<file path="config.mk">
export PLATFORM = sky130hd
export DESIGN_NAME = mem_stage_flat
export DESIGN_NICKNAME = d
export VERILOG_FILES = /design/src/rtl/mem_stage_if.sv /design/src/rtl/mem_stage.sv /design/src/flat_wrapper.sv
export SDC_FILE = /design/constraint.sdc
export NUM_CORES = 1
export LEC_CHECK = 0
export ABC_CLOCK_PERIOD_IN_PS = 2300
export BUFFER_PORTS_ARGS = -buffer_cell sky130_fd_sc_hd__buf_2
export CAP_MARGIN = 15
export CORE_ASPECT_RATIO = 1.1
export CORE_UTILIZATION = 51
export DETAILED_ROUTE_END_ITERATION = 12
export GPL_TIMING_DRIVEN = 0
export PLACE_DENSITY = 0.81
export SKIP_LAST_GASP = 1
export SLEW_MARGIN = 20
export SYNTH_ARGS = -nofsm -noshare
export SYNTH_HDL_FRONTEND = slang
export SYNTH_SLANG_ARGS = --single-unit
</file>
<file path="constraint.sdc">
create_clock -name i_clk -period 2.3 [get_ports i_clk]
set_clock_uncertainty 0.05 [all_clocks]
set_input_delay 0.46 -clock i_clk [delete_from_list [all_inputs] [get_ports i_clk]]
set_output_delay 0.46 -clock i_clk [all_outputs]
set_load 0.03 [all_outputs]
</file>
<file path="src/rtl/mem_stage_if.sv">
// Data-memory bus between the MEM pipeline stage and the data memory.
// master: the pipeline stage (drives request, write enable, address, write
//         data and byte enables; receives ack and read data).
// slave : the data memory (the reverse directions).
interface mem_stage_if;
    logic        o_dmem_req;
    logic        o_dmem_we;
    logic [31:0] o_dmem_addr;
    logic [31:0] o_dmem_wdata;
    logic [3:0]  o_dmem_be;
    logic        i_dmem_ack;
    logic [31:0] i_dmem_rdata;

    modport master (
        output o_dmem_req, o_dmem_we, o_dmem_addr, o_dmem_wdata, o_dmem_be,
        input  i_dmem_ack, i_dmem_rdata
    );

    modport slave (
        input  o_dmem_req, o_dmem_we, o_dmem_addr, o_dmem_wdata, o_dmem_be,
        output i_dmem_ack, i_dmem_rdata
    );
endinterface

</file>
<file path="src/rtl/mem_stage.sv">
// RV32 memory-access pipeline stage.
// Consumes the EX->MEM register, issues loads/stores on the dmem bus with a
// req/ack handshake, steers store byte lanes, extracts and extends load data,
// stalls upstream while an access is outstanding and aborts hung accesses
// after ACK_TIMEOUT request cycles.
// Ports:
//   i_clk, i_reset (async, active-low)
//   EX->MEM inputs : i_valid, i_alu_out, i_store_data, i_write_reg, i_mem_read,
//                    i_mem_write, i_func3, i_mem_to_reg, i_reg_write,
//                    i_branch, i_branch_target
//   dmem           : data memory bus (mem_stage_if.master)
//   o_stall        : freeze upstream pipeline registers this cycle
//   MEM->WB        : o_wb_valid, o_wb_data, o_wb_reg, o_wb_reg_write
//   redirect       : o_pc_src, o_pc_target
//   o_mem_fault    : single-cycle pulse on misaligned/illegal access or timeout
module mem_stage #(
    parameter int unsigned ACK_TIMEOUT = 255
) (
    input  logic               i_clk,
    input  logic               i_reset,
    input  logic               i_valid,
    input  logic [31:0]        i_alu_out,
    input  logic [31:0]        i_store_data,
    input  logic [4:0]         i_write_reg,
    input  logic               i_mem_read,
    input  logic               i_mem_write,
    input  logic [2:0]         i_func3,
    input  logic               i_mem_to_reg,
    input  logic               i_reg_write,
    input  logic               i_branch,
    input  logic [31:0]        i_branch_target,
    mem_stage_if.master        dmem,
    output logic               o_stall,
    output logic               o_wb_valid,
    output logic [31:0]        o_wb_data,
    output logic [4:0]         o_wb_reg,
    output logic               o_wb_reg_write,
    output logic               o_pc_src,
    output logic [31:0]        o_pc_target,
    output logic               o_mem_fault
);

    typedef enum logic [0:0] {IDLE = 1'b0, REQ = 1'b1} state_t;

    // Abort fires on the edge closing the ACK_TIMEOUT-th request cycle.
    localparam logic [15:0] TIMEOUT_LAST = 16'(ACK_TIMEOUT - 32'd1);

    // Size/alignment legality of a load or store; read+write together is illegal.
    function automatic logic access_ok(input logic rd, input logic wr,
                                       input logic [2:0] f3, input logic [1:0] lo);
        logic ok;
        ok = 1'b0;
        if (rd && wr) begin
            ok = 1'b0;
        end else if (wr) begin
            case (f3)
                3'd0:    ok = 1'b1;
                3'd1:    ok = ~lo[0];
                3'd2:    ok = (lo == 2'b00);
                default: ok = 1'b0;
            endcase
        end else begin
            case (f3)
                3'd0, 3'd4: ok = 1'b1;
                3'd1, 3'd5: ok = ~lo[0];
                3'd2:       ok = (lo == 2'b00);
                default:    ok = 1'b0;
            endcase
        end
        return ok;
    endfunction

    // Store byte enables and lane-replicated data, packed as {be, wdata}.
    function automatic logic [35:0] store_lanes(input logic [2:0] f3, input logic [1:0] lo,
                                                input logic [31:0] d);
        logic [3:0]  be;
        logic [31:0] wd;
        case (f3)
            3'd0: begin
                be = 4'b0001 << lo;
                wd = {4{d[7:0]}};
            end
            3'd1: begin
                be = lo[1] ? 4'b1100 : 4'b0011;
                wd = {2{d[15:0]}};
            end
            default: begin
                be = 4'b1111;
                wd = d;
            end
        endcase
        return {be, wd};
    endfunction

    // Pick the addressed byte/halfword out of the read word and extend it.
    function automatic logic [31:0] load_extract(input logic [2:0] f3, input logic [1:0] lo,
                                                 input logic [31:0] r);
        logic [7:0]  b;
        logic [15:0] h;
        logic [31:0] v;
        case (lo)
            2'd0:    b = r[7:0];
            2'd1:    b = r[15:8];
            2'd2:    b = r[23:16];
            default: b = r[31:24];
        endcase
        h = lo[1] ? r[31:16] : r[15:0];
        case (f3)
            3'd0:    v = {{24{b[7]}}, b};
            3'd4:    v = {24'h000000, b};
            3'd1:    v = {{16{h[15]}}, h};
            3'd5:    v = {16'h0000, h};
            default: v = r;
        endcase
        return v;
    endfunction

    state_t      state_r, state_s;
    logic        req_r, req_s, we_r, we_s;
    logic [31:0] addr_r, addr_s, wdata_r, wdata_s;
    logic [3:0]  be_r, be_s;
    logic [2:0]  func3_r, func3_s;
    logic [1:0]  lo_r, lo_s;
    logic [4:0]  rd_r, rd_s;
    logic        rw_r, rw_s, load_r, load_s, m2r_r, m2r_s;
    logic [15:0] cnt_r, cnt_s;
    logic        wb_valid_r, wb_valid_s, wb_rw_r, wb_rw_s;
    logic [31:0] wb_data_r, wb_data_s;
    logic [4:0]  wb_reg_r, wb_reg_s;
    logic        pc_src_r, pc_src_s, fault_r, fault_s;
    logic [31:0] pc_target_r, pc_target_s;
    logic        stall_s;
    logic [35:0] lanes_s;

    // Next-state, handshake and write-back decisions.
    always_comb begin
        state_s     = state_r;
        req_s       = req_r;
        we_s        = we_r;
        addr_s      = addr_r;
        wdata_s     = wdata_r;
        be_s        = be_r;
        func3_s     = func3_r;
        lo_s        = lo_r;
        rd_s        = rd_r;
        rw_s        = rw_r;
        load_s      = load_r;
        m2r_s       = m2r_r;
        cnt_s       = cnt_r;
        wb_valid_s  = 1'b0;
        wb_data_s   = wb_data_r;
        wb_reg_s    = wb_reg_r;
        wb_rw_s     = wb_rw_r;
        pc_src_s    = 1'b0;
        pc_target_s = pc_target_r;
        fault_s     = 1'b0;
        stall_s     = 1'b0;
        lanes_s     = store_lanes(i_func3, i_alu_out[1:0], i_store_data);
        case (state_r)
            IDLE: begin
                if (i_valid && !(i_mem_read || i_mem_write)) begin
                    wb_valid_s  = 1'b1;
                    wb_data_s   = i_alu_out;
                    wb_reg_s    = i_write_reg;
                    wb_rw_s     = i_reg_write;
                    pc_src_s    = i_branch;
                    pc_target_s = i_branch_target;
                end else if (i_valid && access_ok(i_mem_read, i_mem_write, i_func3, i_alu_out[1:0])) begin
                    stall_s = 1'b1;
                    state_s = REQ;
                    req_s   = 1'b1;
                    we_s    = i_mem_write;
                    addr_s  = {i_alu_out[31:2], 2'b00};
                    func3_s = i_func3;
                    lo_s    = i_alu_out[1:0];
                    rd_s    = i_write_reg;
                    rw_s    = i_reg_write;
                    load_s  = i_mem_read;
                    m2r_s   = i_mem_to_reg;
                    cnt_s   = 16'd0;
                    if (i_mem_write) begin
                        be_s    = lanes_s[35:32];
                        wdata_s = lanes_s[31:0];
                    end else begin
                        be_s    = 4'b1111;
                        wdata_s = 32'h0000_0000;
                    end
                end else if (i_valid) begin
                    // Illegal or misaligned: retire as a faulting no-write.
                    fault_s    = 1'b1;
                    wb_valid_s = 1'b1;
                    wb_reg_s   = i_write_reg;
                    wb_rw_s    = 1'b0;
                end else begin
                    state_s = IDLE;
                end
            end
            REQ: begin
                if (dmem.i_dmem_ack) begin
                    // Stall released in the ack cycle so upstream advances at this edge.
                    state_s    = IDLE;
                    req_s      = 1'b0;
                    wb_valid_s = 1'b1;
                    wb_reg_s   = rd_r;
                    if (load_r) begin
                        wb_data_s = m2r_r ? load_extract(func3_r, lo_r, dmem.i_dmem_rdata) : addr_r;
                        wb_rw_s   = rw_r;
                    end else begin
                        wb_rw_s   = 1'b0;
                    end
                end else if (cnt_r == TIMEOUT_LAST) begin
                    stall_s    = 1'b1;
                    state_s    = IDLE;
                    req_s      = 1'b0;
                    fault_s    = 1'b1;
                    wb_valid_s = 1'b1;
                    wb_reg_s   = rd_r;
                    wb_rw_s    = 1'b0;
                end else begin
                    stall_s = 1'b1;
                    cnt_s   = cnt_r + 16'd1;
                end
            end
            default: begin
                state_s = IDLE;
                req_s   = 1'b0;
            end
        endcase
    end

    // Stage state and registered outputs.
    always_ff @(posedge i_clk or negedge i_reset) begin
        if (!i_reset) begin
            state_r     <= IDLE;
            req_r       <= 1'b0;
            we_r        <= 1'b0;
            addr_r      <= 32'h0000_0000;
            wdata_r     <= 32'h0000_0000;
            be_r        <= 4'b0000;
            func3_r     <= 3'd0;
            lo_r        <= 2'd0;
            rd_r        <= 5'd0;
            rw_r        <= 1'b0;
            load_r      <= 1'b0;
            m2r_r       <= 1'b0;
            cnt_r       <= 16'd0;
            wb_valid_r  <= 1'b0;
            wb_data_r   <= 32'h0000_0000;
            wb_reg_r    <= 5'd0;
            wb_rw_r     <= 1'b0;
            pc_src_r    <= 1'b0;
            pc_target_r <= 32'h0000_0000;
            fault_r     <= 1'b0;
        end else begin
            state_r     <= state_s;
            req_r       <= req_s;
            we_r        <= we_s;
            addr_r      <= addr_s;
            wdata_r     <= wdata_s;
            be_r        <= be_s;
            func3_r     <= func3_s;
            lo_r        <= lo_s;
            rd_r        <= rd_s;
            rw_r        <= rw_s;
            load_r      <= load_s;
            m2r_r       <= m2r_s;
            cnt_r       <= cnt_s;
            wb_valid_r  <= wb_valid_s;
            wb_data_r   <= wb_data_s;
            wb_reg_r    <= wb_reg_s;
            wb_rw_r     <= wb_rw_s;
            pc_src_r    <= pc_src_s;
            pc_target_r <= pc_target_s;
            fault_r     <= fault_s;
        end
    end

    // Stall is combinational; forced low while reset is asserted.
    assign o_stall           = stall_s & i_reset;
    assign dmem.o_dmem_req   = req_r;
    assign dmem.o_dmem_we    = we_r;
    assign dmem.o_dmem_addr  = addr_r;
    assign dmem.o_dmem_wdata = wdata_r;
    assign dmem.o_dmem_be    = be_r;
    assign o_wb_valid        = wb_valid_r;
    assign o_wb_data         = wb_data_r;
    assign o_wb_reg          = wb_reg_r;
    assign o_wb_reg_write    = wb_rw_r;
    assign o_pc_src          = pc_src_r;
    assign o_pc_target       = pc_target_r;
    assign o_mem_fault       = fault_r;

endmodule

</file>
<file path="src/flat_wrapper.sv">
// flat-port wrapper written by rule: the top's interface ports become plain ports
module mem_stage_flat 
#(
    parameter int unsigned ACK_TIMEOUT = 255
)
  (i_clk, i_reset, i_valid, i_alu_out, i_store_data, i_write_reg, i_mem_read, i_mem_write, i_func3, i_mem_to_reg, i_reg_write, i_branch, i_branch_target, o_stall, o_wb_valid, o_wb_data, o_wb_reg, o_wb_reg_write, o_pc_src, o_pc_target, o_mem_fault, dmem_o_dmem_req, dmem_o_dmem_we, dmem_o_dmem_addr, dmem_o_dmem_wdata, dmem_o_dmem_be, dmem_i_dmem_ack, dmem_i_dmem_rdata);
  mem_stage_if dmem_i ();
  input  logic i_clk;
  input  logic i_reset;
  input  logic i_valid;
  input  logic [31:0] i_alu_out;
  input  logic [31:0] i_store_data;
  input  logic [4:0] i_write_reg;
  input  logic i_mem_read;
  input  logic i_mem_write;
  input  logic [2:0] i_func3;
  input  logic i_mem_to_reg;
  input  logic i_reg_write;
  input  logic i_branch;
  input  logic [31:0] i_branch_target;
  output logic o_stall;
  output logic o_wb_valid;
  output logic [31:0] o_wb_data;
  output logic [4:0] o_wb_reg;
  output logic o_wb_reg_write;
  output logic o_pc_src;
  output logic [31:0] o_pc_target;
  output logic o_mem_fault;
  output wire logic [$bits(dmem_i.o_dmem_req)-1:0] dmem_o_dmem_req;
  output wire logic [$bits(dmem_i.o_dmem_we)-1:0] dmem_o_dmem_we;
  output wire logic [$bits(dmem_i.o_dmem_addr)-1:0] dmem_o_dmem_addr;
  output wire logic [$bits(dmem_i.o_dmem_wdata)-1:0] dmem_o_dmem_wdata;
  output wire logic [$bits(dmem_i.o_dmem_be)-1:0] dmem_o_dmem_be;
  input wire logic [$bits(dmem_i.i_dmem_ack)-1:0] dmem_i_dmem_ack;
  input wire logic [$bits(dmem_i.i_dmem_rdata)-1:0] dmem_i_dmem_rdata;
  assign dmem_o_dmem_req = dmem_i.o_dmem_req;
  assign dmem_o_dmem_we = dmem_i.o_dmem_we;
  assign dmem_o_dmem_addr = dmem_i.o_dmem_addr;
  assign dmem_o_dmem_wdata = dmem_i.o_dmem_wdata;
  assign dmem_o_dmem_be = dmem_i.o_dmem_be;
  assign dmem_i.i_dmem_ack = dmem_i_dmem_ack;
  assign dmem_i.i_dmem_rdata = dmem_i_dmem_rdata;
  mem_stage #(.ACK_TIMEOUT(ACK_TIMEOUT)) u_core (.i_clk(i_clk), .i_reset(i_reset), .i_valid(i_valid), .i_alu_out(i_alu_out), .i_store_data(i_store_data), .i_write_reg(i_write_reg), .i_mem_read(i_mem_read), .i_mem_write(i_mem_write), .i_func3(i_func3), .i_mem_to_reg(i_mem_to_reg), .i_reg_write(i_reg_write), .i_branch(i_branch), .i_branch_target(i_branch_target), .dmem(dmem_i), .o_stall(o_stall), .o_wb_valid(o_wb_valid), .o_wb_data(o_wb_data), .o_wb_reg(o_wb_reg), .o_wb_reg_write(o_wb_reg_write), .o_pc_src(o_pc_src), .o_pc_target(o_pc_target), .o_mem_fault(o_mem_fault));
endmodule
</file>
Yosys cells after proc, flatten, opt, wreduce, memory -nomap -nowiden

Index checks and enable logic that the tools add are counted.

Flip-flop bits (word level): 171
Latch bits: 0
Bits in writable memories: 0
ROM bits: 0
Output and inout bits: 144
Memories kept: 0

$add $sub $neg: 1
$mul: 0
Div/mod/pow operators: 0
Order comparisons: 0
Equal/unequal tests: 20
Shifts and indexed selects: 1
Mux-type cells: 59
Bitwise operators: 4
Reduce and logical (&&, ||, !) cells: 17

Operators with widths:

| kind                                                   | count |
|---|---|
| two-way mux 32 bit                                     | 5 |
| case mux 32 bit (2 select lines)                       | 2 |
| case mux 32 bit (4 select lines)                       | 1 |
| two-way mux 16 bit                                     | 5 |
| case mux 16 bit (2 select lines)                       | 1 |
| two-way mux 1 bit                                      | 27 |
| two-way mux 5 bit                                      | 5 |
| case mux 8 bit (3 select lines)                        | 1 |
| adder 16 x 1 -> 16 bit (second input constant)         | 1 |
| == test 16 x 8 -> 1 bit (second input constant)        | 1 |
| == test 3 bit (second input constant)                  | 4 |
| case mux 1 bit (2 select lines)                        | 6 |
| AND reduction 3 bit                                    | 4 |
| inequality test 2 bit (second input constant)          | 5 |
| case mux 5 bit (2 select lines)                        | 1 |
| two-way mux 4 bit                                      | 2 |
| case mux 4 bit (2 select lines)                        | 1 |
| == test 3 x 1 -> 1 bit (second input constant)         | 2 |
| logical NOT 3 bit                                      | 2 |
| inequality test 3 x 2 -> 1 bit (second input constant) | 2 |
| case mux 1 bit (3 select lines)                        | 2 |
| logical NOT 2 bit                                      | 2 |
| inequality test 2 x 1 -> 1 bit (second input constant) | 2 |
| AND reduction 4 bit                                    | 1 |
| other kinds (12)                                       | 17 |

Longest topological paths before layout

Depth after elaboration: 12
Gate-level depth with buffers: 8
Depth with buffers taken out: 7

Worst setup path before layout

No wires, ideal clock.

Path kind: input -> output
Start point: input i_func3[1]
End point: output o_stall
Arrival: 2.286 ns
Data required time: 1.790 ns
Slack: -0.496 ns
Cell stages on the path: 6
Path buffers: 2
Path through: buf_2 -> o21a_1 -> nor4_2 -> o21ai_2 -> clkbuf_1 -> a21boi_0

Word-level cells in the longest chain between the ends: 12
Elaborated cells on any way between the ends: 18

RTL lines:

| element                                              | RTL line                         | text |
|---|---|---|
| from (decl)                                          | flat_wrapper.sv:16               | `input logic [2:0] i_func3;` |
| == test 3 x 1 -> 1 bit, or another cell as far along | mem_stage.sv:56, mem_stage.sv:63 |  |
| OR reduction 2 bit                                   | mem_stage.sv:63                  | `case (f3)` |
| case mux 1 bit (3 select lines)                      | mem_stage.sv:63                  |  |
| two-way mux 1 bit *                                  | mem_stage.sv:55                  | `end else if (wr) begin` |
| two-way mux 1 bit *                                  | mem_stage.sv:53                  | `if (rd && wr) begin` |
| two-way mux 1 bit *                                  | mem_stage.sv:161                 | `if (i_valid && !(i_mem_read \|\| i_mem_write)) begin` |
| two-way mux 1 bit *                                  | mem_stage.sv:159                 | `case (state_r)` |
| logical AND 1 bit *                                  | mem_stage.sv:168                 | `end else if (i_valid && access_ok(i_mem_read, i_mem_write, i_func3, i_alu_out[1:0])) begin` |
| two-way mux 1 bit *                                  | mem_stage.sv:168                 |  |
| two-way mux 1 bit *                                  | mem_stage.sv:161                 |  |
| case mux 1 bit (2 select lines) *                    | mem_stage.sv:159                 |  |
| AND 1 bit *                                          | mem_stage.sv:279                 | `assign o_stall = stall_s & i_reset;` |
| to (decl)                                            | flat_wrapper.sv:21               | `output logic o_stall;` |

Every way passes the cells marked *; elsewhere a longest branch is shown, timed or not. The select of a mux whose other input is x is not followed.

Worst setup path in the final report

Start point: input i_func3[0]
End point: output o_stall

The elaborated chain is that of the path after synthesis.

==> results.md <==
* Status: complete, but fails checks
* Failing checks: hold timing
* # port buffers at 284
* Post-synth EDFFs at 0
* Clk pwr share at 0.268
* Slew headroom at 0.377
* Root Driver: clkbuf_16
* Clock Path Buffers at 2
* Final std cells w/o fill at 1309
* Antenna violations before repair at 0
* Vias/cell at 5.80
* CP Max Fanout at 7
* WL/cell at 20.0 um
* Worst skew pair latency at 0.43 ns
* H-tree depth at 4
* Seq/Total Area, Yosys at 0.513
* Die width at 124 um
* Comb pwr share at 0.356
* Crit path max-delay cell type: nor4b_4
* IO Count at 289
* Cell area power density at 1010 mW/mm2
* Number of cells after detailed placement at 1264
* Worst setup margin at 0.0556 ns
* Core area at 0.0159 mm2
* DR iter-0 viols at 498
* MaxCap Viol Count at 0
* Cell area after synthesis at 0.00835 mm2
* Cell Int Power at 6.74 mW
* Die Span Y at 136 um
* Clk pin slew, worst setup/hold paths at 0.06 ns
* Final #Nets at 1244
* Antenna Violating Nets Remaining at 0
* NetSw at 4.25 mW
* Critical path endpoint category: primary output
* Final non-filler cell area at 0.0109 mm2
* Synth async-reset ratio at 1.00
* Core Rows at 48
* HP Class: primary input to async pin
* Final setup vio count at 0
* Cts bufs inserted at 17
* Arrival @ worst endpoint at 1.73 ns
* Area Growth Syn to Fin at 30.3%
* Switching part of the total at 0.387
* Largest net degree at the start of global routing at 76
* P_leak at 5.18 nW
* Critical-path cell list: buf_12 -> o31a_1 -> nor4b_4 -> o21ai_4 -> a21boi_4 -> buf_6
* Vias in the first global route at 7310
* Filler Cell Count at 1233
* Place WS at -0.326 ns
* Post-layout power at 11.0 mW
* Vias at 7587
* WS Path Type: primary input to primary output
* Required @ worst endpoint at 1.79 ns
* Final number of hold-violating endpoints at 55
* Primary FF master, synth: dfrtp_1
* FMAX at 446 MHz
* Worst IR Drop VDD at 0.529 mV
* Min Hold Slack at -0.0159 ns
* Total GRT Usage at 0.306
* Die Area at 0.0169 mm2
* Avg Inst Size Synth at 10.7 um2
* HPWL Detailed at 19.3 mm
* # diodes at 0
* Synth Instances at 778
* Gr ovfl total at 0
* Crit-path max cell delay at 0.36 ns
* First-pass GRT wire length at 38.7 mm
* Core Util, Final at 0.686
* Final Cycle Share at 0.976
* Starting Density at 0.526
* CTS tree: built
* Num Clock Sinks at 171
* Final Max Slew Viols at 0
* Reg power frac at 0.376
* GP Congestion at 0.887
* Final min period at 2.24 ns
* Drt total wl at 26.2 mm
* Drc violations at 0
* Netlist cell types at 55
* Placement Cell Area at 0.0101 mm2
* Unrepaired setup endpoints after global routing: false
* Synthesized flop and latch total at 171
* Syn. warnings at 0
* Pre-antenna DRT Iters at 5
* Measured slew at the worst slew-check pin at 0.931 ns
* Crit path launch type: primary input
* Share of post-route cells with drive strength above 1 at 0.427
==> layer usage <==
layer / vias to the layer above / share of wire / global-route usage
met3: 74 / 0.080 / 0.0759
met1: 3670 / 0.38 / 0.363
met4: 0 / 0.040 / 0.148
li1: 3446 / - / -
met2: 397 / 0.50 / 0.515
met5: - / 0 / 0
==> worst max-delay path, delay by kind of cell <==
family          cells  cell delay, ns
buf+inv             2            0.26
compound gates      3            0.65
simple gates        1            0.36
==> cell families after synthesis <==
logic type	share of synthesized area
flip-flops	0.513
multiplexers	0.158
XOR/XNOR	0.00945
buffers and inverters	0.0423
other	0.000449
adder cells (fa/ha/maj)	0.00300
AND/OR/NAND/NOR	0.112
AO/OA/AOI/OAI	0.162
==> through the flow <==
step                hold WS [ns]  setup TNS (ns)
detailed placement         0.411           -5.05
global route            0.000382               0
CTS                      -0.0371               0
finish                   -0.0159               0
floorplan                  0.114         -0.0145
global placement           0.408         -345.61
==> area by class of cell <==
cell class / instances / area (um2) / share of cell area
repair buffers: 300 / 1630 / 0.150
inverters: 7 / 26.3 / 0.00242
plain buffers: 57 / 333 / 0.0306
flip-flops and latches: 171 / 4280 / 0.394
clock buffers: 18 / 429 / 0.0395
clock inverters: 13 / 169 / 0.0155
well taps: 200 / 250 / 0.0230
multi-input cells: 543 / 3750 / 0.345
==> power by group through the flow <==
stage / Clock [mW] / Combinational (mW) / Sequential, mW
4_1_cts: 2.97 / 3.85 / 4.13
5_1_grt: 3.10 / 4.15 / 4.21
3_5_place_dp: 0 / 3.83 / 4.17
3_3_place_gp: 0 / 3.74 / 4.14
6_report: 2.94 / 3.91 / 4.14
2_1_floorplan: 0 / 1.32 / 5.31
==> layout by cell type (no fill, tap or decap), types with 4 or more instances in the layout <==
cell        netlist  layout
clkbuf_16         0      17
nand2b_1         13      13
o211ai_1         16      16
nand3_1           7       7
a21oi_1          52      52
o21ai_1           4       4
nor2b_1           9       8
dfrtp_1         171     171
o22ai_1          24      24
buf_2            18     299
a31oi_1           6       6
mux2_4            5       5
o31ai_1           6       5
clkinvlp_4        0       4
and3_1            4       4
mux2i_1          16      16
clkbuf_1         27      26
nor2_1           50      50
mux2_2           94      94
a21o_1            6       6
a22o_1           11      11
buf_6            10      11
buf_4             3      15
o21ai_0          67      67
xor2_1            7       7
a221oi_1          8       8
inv_1             6       6
nand4_1           8       8
nand2_1          86      86
==> path summary, 6_finish.rpt <==
kind / cells after the start / startpoint / to / slack, ns
min in group i_clk: 2 / i_branch_target[18] / u_core.o_pc_target[18] / 0.21
max in group asynchronous: 2 / i_reset / u_core.o_wb_data[17] / 0.92
max: 6 / i_func3[0] / o_stall / 0.06
min reg2reg: 2 / u_core.dmem.o_dmem_wdata[29] / u_core.dmem.o_dmem_wdata[29] / 0.43
min: 2 / i_reset / u_core.o_wb_data[16] / -0.02
max reg2reg: 8 / u_core.cnt_r[0] / u_core.o_wb_reg[2] / 0.13
==> cells in the mapped netlist, drive strengths merged, types with 2 or more instances <==
master	n	area (um2)
dfrtp	171	4280
mux2	99	1130
nand2	86	323
o21ai	72	364
a21oi	52	260
nor2	50	188
buf	31	225
clkbuf	27	101
o22ai	24	150
mux2i	16	160
o211ai	16	120
nand2b	13	81.3
a22o	11	96.3
nor2b	9	56.3
a221oi	8	70.1
nand3	8	45.0
nand4	8	50.1
inv	7	26.3
xor2	7	61.3
a21o	6	45.0
a31oi	6	37.5
o31ai	6	45.0
and3	4	25.0
nor3	4	30.0
nor4	3	25.0
nor4b	3	56.3
o221ai	3	26.3
o2bb2ai	3	26.3
a211oi	2	15.0
and2	2	12.5
and4	2	17.5
ha	2	25.0
o21a	2	15.0
o22a	2	17.5
or2	2	12.5
or4	2	15.0
xnor2	2	17.5
==> repair_timing <==
item	in CTS	in global routing
hold endpoints to repair	73	20
pin swaps	3	7
gates resized for setup	3	7
setup endpoints to repair	1	33
gates cloned	1	0
setup buffers	3	9
No activity file was read; power rests on OpenSTA's default activity.
